==> src/rtl/exception_arbiter_pkg.sv <==
// Shared types for the exception arbiter: FSM encoding, default sizes and a
// priority encoder (highest set index wins).
package exception_arbiter_pkg;

  localparam int NSRC_DEF = 3;
  localparam int CW_DEF   = 2;
  localparam int PE_W     = 32;
  localparam int PE_IW    = 5;

  typedef enum logic {
    ST_IDLE = 1'b0,
    ST_REQ  = 1'b1
  } arb_state_t;

  typedef struct packed {
    logic             valid;
    logic [PE_IW-1:0] idx;
  } pe_t;

  function automatic pe_t prio_enc(input logic [PE_W-1:0] v);
    pe_t r;
    r.valid = 1'b0;
    r.idx   = '0;
    for (int i = 0; i < PE_W; i++) begin
      if (v[i]) begin
        r.valid = 1'b1;
        r.idx   = PE_IW'(i);
      end
    end
    return r;
  endfunction

endpackage

==> src/rtl/exp_edge_sync.sv <==
// Two-flop synchroniser for one raw exception source, followed by a
// single-cycle rising-edge pulse.
module exp_edge_sync (
  input  logic clk,
  input  logic reset,
  input  logic i_async,
  output logic o_pulse
);

  logic r_meta;
  logic r_sync;
  logic r_sync_d;

  always_ff @(posedge clk or posedge reset) begin
    if (reset) begin
      r_meta   <= 1'b0;
      r_sync   <= 1'b0;
      r_sync_d <= 1'b0;
    end else begin
      r_meta   <= i_async;
      r_sync   <= r_meta;
      r_sync_d <= r_sync;
    end
  end

  assign o_pulse = r_sync & ~r_sync_d;

endmodule

==> src/rtl/exception_arbiter.sv <==
// Exception arbiter: pending/mask/in-service tracking with a req/ack handshake
// toward CP0. Define EXCEPTION_ARBITER_NEST_EN to allow nested exceptions.
module exception_arbiter
  import exception_arbiter_pkg::*;
#(
  parameter int NSRC = NSRC_DEF,
  parameter int CW   = CW_DEF
) (
  input  logic            clk,
  input  logic            reset,
  input  logic [NSRC-1:0] exp_src,
  input  logic            mask_we,
  input  logic [NSRC-1:0] mask_din,
  input  logic            exp_ack,
  input  logic            eret,
  output logic            exp_req,
  output logic [CW-1:0]   exp_cause,
  output logic [NSRC-1:0] in_service,
  output logic [NSRC-1:0] pending,
  output logic            exp_block,
  output logic [NSRC-1:0] overrun
);

  logic [NSRC-1:0] w_pulse;
  logic [NSRC-1:0] r_pending;
  logic [NSRC-1:0] r_in_service;
  logic [NSRC-1:0] r_overrun;
  logic [NSRC-1:0] r_mask;
  logic [NSRC-1:0] r_elig;
  arb_state_t      r_state;
  logic            r_exp_req;
  logic [CW-1:0]   r_exp_cause;

  logic [NSRC-1:0] w_eligible;
  logic [NSRC-1:0] w_cause_oh;
  logic [NSRC-1:0] w_ack_clr;
  logic [NSRC-1:0] w_eret_clr;
  pe_t             w_cand_pe;
  pe_t             w_cur_pe;
  logic            w_cand_ok;
  logic            w_take;
  logic            w_abort;

  for (genvar g = 0; g < NSRC; g++) begin : g_sync
    exp_edge_sync u_sync (
      .clk     (clk),
      .reset   (reset),
      .i_async (exp_src[g]),
      .o_pulse (w_pulse[g])
    );
  end

  // r_elig is the evaluation-cycle snapshot; ANDing with live state drops
  // anything acked or masked since the snapshot was taken.
  assign w_eligible = r_elig & r_pending & r_mask;
  assign w_cand_pe  = prio_enc(PE_W'(w_eligible));
  assign w_cur_pe   = prio_enc(PE_W'(r_in_service));

  always_comb begin
    w_cand_ok = 1'b0;
`ifdef EXCEPTION_ARBITER_NEST_EN
    w_cand_ok = w_cand_pe.valid && (!w_cur_pe.valid || (w_cand_pe.idx > w_cur_pe.idx));
`else
    w_cand_ok = w_cand_pe.valid && !w_cur_pe.valid;
`endif
  end

  always_comb begin
    w_cause_oh = '0;
    w_eret_clr = '0;
    for (int i = 0; i < NSRC; i++) begin
      w_cause_oh[i] = (r_exp_cause == CW'(i));
      w_eret_clr[i] = eret && w_cur_pe.valid && (w_cur_pe.idx == PE_IW'(i));
    end
  end

  assign w_take    = (r_state == ST_REQ) && exp_ack;
  assign w_abort   = (r_state == ST_REQ) && !exp_ack && mask_we && |(w_cause_oh & ~mask_din);
  assign w_ack_clr = w_take ? w_cause_oh : '0;

  always_ff @(posedge clk or posedge reset) begin
    if (reset) begin
      r_pending    <= '0;
      r_in_service <= '0;
      r_overrun    <= '0;
      r_mask       <= '1;
      r_elig       <= '0;
    end else begin
      r_pending    <= (r_pending & ~w_ack_clr) | w_pulse;
      r_overrun    <= r_overrun | (w_pulse & r_pending & ~w_ack_clr);
      r_in_service <= (r_in_service & ~w_eret_clr) | w_ack_clr;
      r_elig       <= r_pending & r_mask;
      if (mask_we) begin
        r_mask <= mask_din;
      end
    end
  end

  always_ff @(posedge clk or posedge reset) begin
    if (reset) begin
      r_state     <= ST_IDLE;
      r_exp_req   <= 1'b0;
      r_exp_cause <= '0;
    end else begin
      case (r_state)
        ST_IDLE: begin
          if (w_cand_ok) begin
            r_state     <= ST_REQ;
            r_exp_req   <= 1'b1;
            r_exp_cause <= w_cand_pe.idx[CW-1:0];
          end
        end
        ST_REQ: begin
          if (w_take || w_abort) begin
            r_state   <= ST_IDLE;
            r_exp_req <= 1'b0;
          end
        end
        default: begin
          r_state   <= ST_IDLE;
          r_exp_req <= 1'b0;
        end
      endcase
    end
  end

  assign exp_req    = r_exp_req;
  assign exp_cause  = r_exp_cause;
  assign in_service = r_in_service;
  assign pending    = r_pending;
  assign exp_block  = |r_in_service;
  assign overrun    = r_overrun;

endmodule

==> config.mk <==
export PLATFORM = sky130hd
export DESIGN_NAME = exception_arbiter
export DESIGN_NICKNAME = d
export VERILOG_FILES = /design/src/rtl/exception_arbiter_pkg.sv /design/src/rtl/exp_edge_sync.sv /design/src/rtl/exception_arbiter.sv
export SDC_FILE = /design/constraint.sdc
export NUM_CORES = 1
export LEC_CHECK = 0
export BUFFER_PORTS_ARGS = -buffer_cell sky130_fd_sc_hd__buf_2
export CORE_UTILIZATION = 53
export CTS_CLUSTER_SIZE = 16
export DETAILED_ROUTE_END_ITERATION = 10
export PLACE_DENSITY = 0.79
export SETUP_SLACK_MARGIN = 0.05
export SYNTH_ARGS = -nofsm -noshare
export SYNTH_HDL_FRONTEND = slang
export SYNTH_SLANG_ARGS = --single-unit
==> constraint.sdc <==
create_clock -name clk -period 4.4 [get_ports clk]
set_clock_uncertainty 0.15 [all_clocks]
set_input_delay 0.66 -clock clk [delete_from_list [all_inputs] [get_ports clk]]
set_output_delay 0.66 -clock clk [all_outputs]
set_load 0.005 [all_outputs]
Word level (Yosys, flattened, before mapping)
Cells that the tools add are included.

cells by class
  add/sub/neg operators = 0
  $mul = 0
  div/mod/pow operators = 0
  magnitude comparators = 0
  equal/unequal tests = 6
  shift-type cells = 0
  multiplexer cells = 13
  bitwise logic cells = 21
  reductions and logical operators = 18

operators by type and width
  operator                                                                  count
  6-bit two-way mux                                                         6
  3-bit AND                                                                 8
  1-bit logical AND                                                         9
  3-bit inverter                                                            3
  3-bit OR                                                                  3
  3-bit OR reduction                                                        2
  5-bit by 1-bit == test with 1-bit output (second input constant)          1
  5-bit by 2-bit == test with 1-bit output (second input constant)          1
  5-bit zero test                                                           1
  1-bit two-way mux                                                         4
  1-bit inverter                                                            4
  1-bit one-hot mux with 2 select lines                                     2
  2-bit AND reduction                                                       2
  1-bit AND                                                                 3
  3-bit two-way mux                                                         1
  2-bit by 1-bit == test with 1-bit output (second input constant)          1
  2-bit == test (second input constant)                                     1
  1-bit zero test                                                           2
  2-bit zero test                                                           1
  2-bit by 1-bit inequality test with 1-bit output (second input constant)  1
  2-bit inequality test (second input constant)                             1
  1-bit logical OR                                                          1

word-level totals
  register bits = 28
  latch bits = 0
  RAM bits = 0
  ROM bits = 0
  input bits = 11
  output and inout bits = 13
  word-level logic and storage cells = 75
  memories kept = 0

Logic depth before layout (Yosys ltp)
  word-level depth = 8
  depth in mapped cells = 3
  depth with buffers taken out = 3

Cells and area by module
A second synthesis with hierarchy kept.

second synthesis, totals
  cell total of the unflattened synthesis = 78
  area, all modules = 1,061.0 µm²

by module, submodules not included
  module             instances  cells an instance  area an instance (µm²)  seq. area each (µm²)
  exception_arbiter  1          63                 783.3                   479.2
  exp_edge_sync      3          5                  92.6                    75.1

Least setup slack after synthesis
No wires, ideal clock.

  path kind = register to output
  from = reg r_in_service[2], in the netlist in_service[2]
  to = out exp_block
  data arrival time = 0.777 ns
  data required time = 3.590 ns
  setup slack = 2.813 ns
  stages on the path, launching flop included = 2
  buffers on the path = 0
  cells stage by stage = dfrtp_1 or3_1

on the way
  longest elaborated chain between the ends = 1

RTL lines
  item                    RTL line                  RTL
  from (decl)             exception_arbiter.sv:26   logic [NSRC-1:0] r_in_service;
  from (signal assigned)  exception_arbiter.sv:91   r_in_service <= (r_in_service & ~w_eret_clr) | w_ack_clr;
  3-bit OR reduction      exception_arbiter.sv:131  assign exp_block = |r_in_service;
  to (decl)               exception_arbiter.sv:20   output logic exp_block,

Every way passes these cells.

Final worst setup path
Ends and elaborated chain as after synthesis.

==> flow_summary.toml <==
[outcome]
outcome = "complete, no violations"

[placed_design]
finalWeightedCongestion = 0.704
io_buffers = 23
hpwl_um = 1240

[hold_path]
whs_path_depth = 0
hold_class = "flip-flop to flip-flop"

[grt]
grt.busiest_layer = "met2"
antenna_found_initial = 0
grt_pass1_vias = 636
grt.total_usage_pct = 19.6
grt-ovfl-total = 0
grt_use_met2_pct = 31.3
grt_max_degree = 29
grt_use_met3_pct = 4.76
grt_first_pass_wirelength_um = 2770
gr-usage-met1_pct = 23.6

[clock_tree]
clk_path_buf_depth = 2
tritoncts = "built"
cts_max_level = 1
ctsResizeCount = 0
cts_sinks = 28
cts_setup_buffers = 0
hold_buffers = 0
clkTransAtPathRegs_ns = 0.14
numCtsBuffers = 3
clk-insertion-delay-late_ns = 0.32
cts_root_buf = "clkbuf_4"

[timing]
relSlewSlack_pct = 34.7
drv_slew = 0
finalCritPeriodShare_pct = 46.8
rsz0062_at_grt = "no"
setup_viol = 0
min_period_ns = 2.06
fmax_mhz = 485
hold_ws_ns = 0.216
worst_pin_slew_ns = 0.978
hold_viol_final = 0
tns_ns = 0

[routing]
post_drt_wl_per_cell_um = 13.2
routed_wl_um = 1700
drtIter0Drc = 9
num_vias = 658
drcViolationCount = 0
dr.pass1.iters = 5
via_per_inst = 5.14
final_antenna_net_count = 0

[power]
p_total_uw = 669
power_density_nw_per_um2 = 556
vdd_drop_max_mv = 0.289
p_leak_uw = 0.000560

[yosys]
seq_area_frac_synth_pct = 68.9
synthCells = 76
syn-num-nets = 87
synth_cell_types = 22
syn_avg_cell_area_um2 = 13.5
ys_seq_elements = 28
synth_area_um2 = 1020
yosysWarnings = 0

[worst_setup_path]
path_max_fanout = 5
critPathArrivalTime_ns = 1.25
r2r_cells = 3
end_kind = "output pin"
cp.required_ns = 3.59
path_cells = "or3_1 -> buf_2"
cpPeakStageDelay_ns = 0.44
critPathLaunchType = "flip-flop"
critical_path_class = "flip-flop to output pin"
slowest_stage = "dfrtp_1"

[floorplan]
start_util_pct = 57.9
die-area_um2 = 2110
rows = 15
die-width_um = 45.9
coreArea_um2 = 1760
die_h_um = 45.9
io_pins = 24

[cells_and_area]
antenna_cells = 0
fin_util_pct = 68.3
drive_gt1_share_pct = 35.0
area_growth_pct = 17.9
fillers = 148
final_nets = 115

[flow_run]
drv_cap = 0
==> stage by stage <==
| step | instance area [um2] | setup WS (ns) | std cells |
|---|---|---|---|
| after floorplan | 1020 | 2.81 | 76 |
| after global placement | 1170 | 2.68 | 124 |
| after detailed placement | 1170 | 2.67 | 124 |
| after CTS | 1200 | 2.33 | 128 |
| after global routing | 1200 | 2.29 | 128 |
| final | 1200 | 2.34 | 128 |
==> cells in the final DEF (no fill, tap or decap) <==
cell type and count:
mux2i_1 1, o21ai_0 4, and2_1 3, mux2_2 3, a311oi_1 1, dfstp_2 3
inv_1 5, nor4bb_1 1, nand2_1 7, o22ai_1 2, dfrtp_1 25, buf_2 23
a21o_1 1, o21bai_1 3, a31oi_4 1, o22a_2 1, nand3_1 4, clkbuf_8 1
nand4b_1 2, nand2b_1 4, nand3b_1 1, clkbuf_4 3, or3_1 1, or4_4 1
a21oi_1 2
==> registers in the layout, summed over array words and instances (netlist names) <==
register and flops:
g_sync.u_sync.r_sync 3, r_state 1, in_service 3, r_mask 3
g_sync.u_sync.r_sync_d 3, overrun 3, exp_req 1, exp_cause 2
r_elig 3, pending 3, g_sync.u_sync.r_meta 3
==> cells by family after synthesis <==
group	share of synthesized area, %
AO/OA/AOI/OAI	11.0
buffers and inverters	1.84
flip-flops	68.9
multiplexers	4.28
AND/OR/NAND/NOR	14.0
==> report_power, final <==
group          internal, uW  switching [uW]
Sequential              311            48.5
Combinational          98.7            91.2
Clock                  50.7            69.1
Total                   461             209
==> routing by layer <==
metal  up-vias  share of wire [%]
li1        320                  -
met1       314                 46
met2        18                 48
met3         6                4.2
met4         0                1.5
met5         -                  0
==> final timing paths <==
check                                         from                      end  slack, ns
max                                  in_service[2]                exp_block       2.34
min                        g_sync[0].u_sync.r_meta  g_sync[0].u_sync.r_sync       0.22
max reg2reg                          in_service[2]                  exp_req       2.85
min reg2reg                g_sync[0].u_sync.r_meta  g_sync[0].u_sync.r_sync       0.22
max in group asynchronous                    reset               pending[0]       3.12
min in group asynchronous                    reset               pending[1]       0.39
==> cell type report <==
type | count | area (um2) | share of cell area (%)
Tap cell | 25 | 31.3 | 2.60
Clock buffer | 4 | 36.3 | 3.01
Multi-Input combinational cell | 43 | 299 | 24.8
Inverter | 5 | 18.8 | 1.56
Timing Repair Buffer | 23 | 115 | 9.55
Sequential cell | 28 | 704 | 58.5
==> cell usage after synthesis (all sizes together) <==
master | number | area, um2
o22a | 1 | 10.0
nand2b | 4 | 25.0
nand3b | 1 | 7.51
dfstp | 3 | 78.8
nand3 | 4 | 20.0
o21ai | 4 | 20.0
mux2i | 1 | 10.0
a21o | 1 | 7.51
o22ai | 2 | 12.5
dfrtp | 25 | 626
or3 | 1 | 6.26
nand2 | 7 | 26.3
a311oi | 1 | 8.76
o21bai | 3 | 22.5
nand4b | 2 | 17.5
mux2 | 3 | 33.8
and2 | 3 | 18.8
nor4bb | 1 | 10.0
or4 | 1 | 11.3
a31oi | 1 | 21.3
a21oi | 2 | 10.0
inv | 5 | 18.8
==> critical path: cells and delay by family, from the launching register on <==
kind          cells  cell delay (ns)
buf+inv           1             0.13
flops             1             0.44
simple gates      1             0.36
Note: power is estimated with default switching activity, not from simulation.
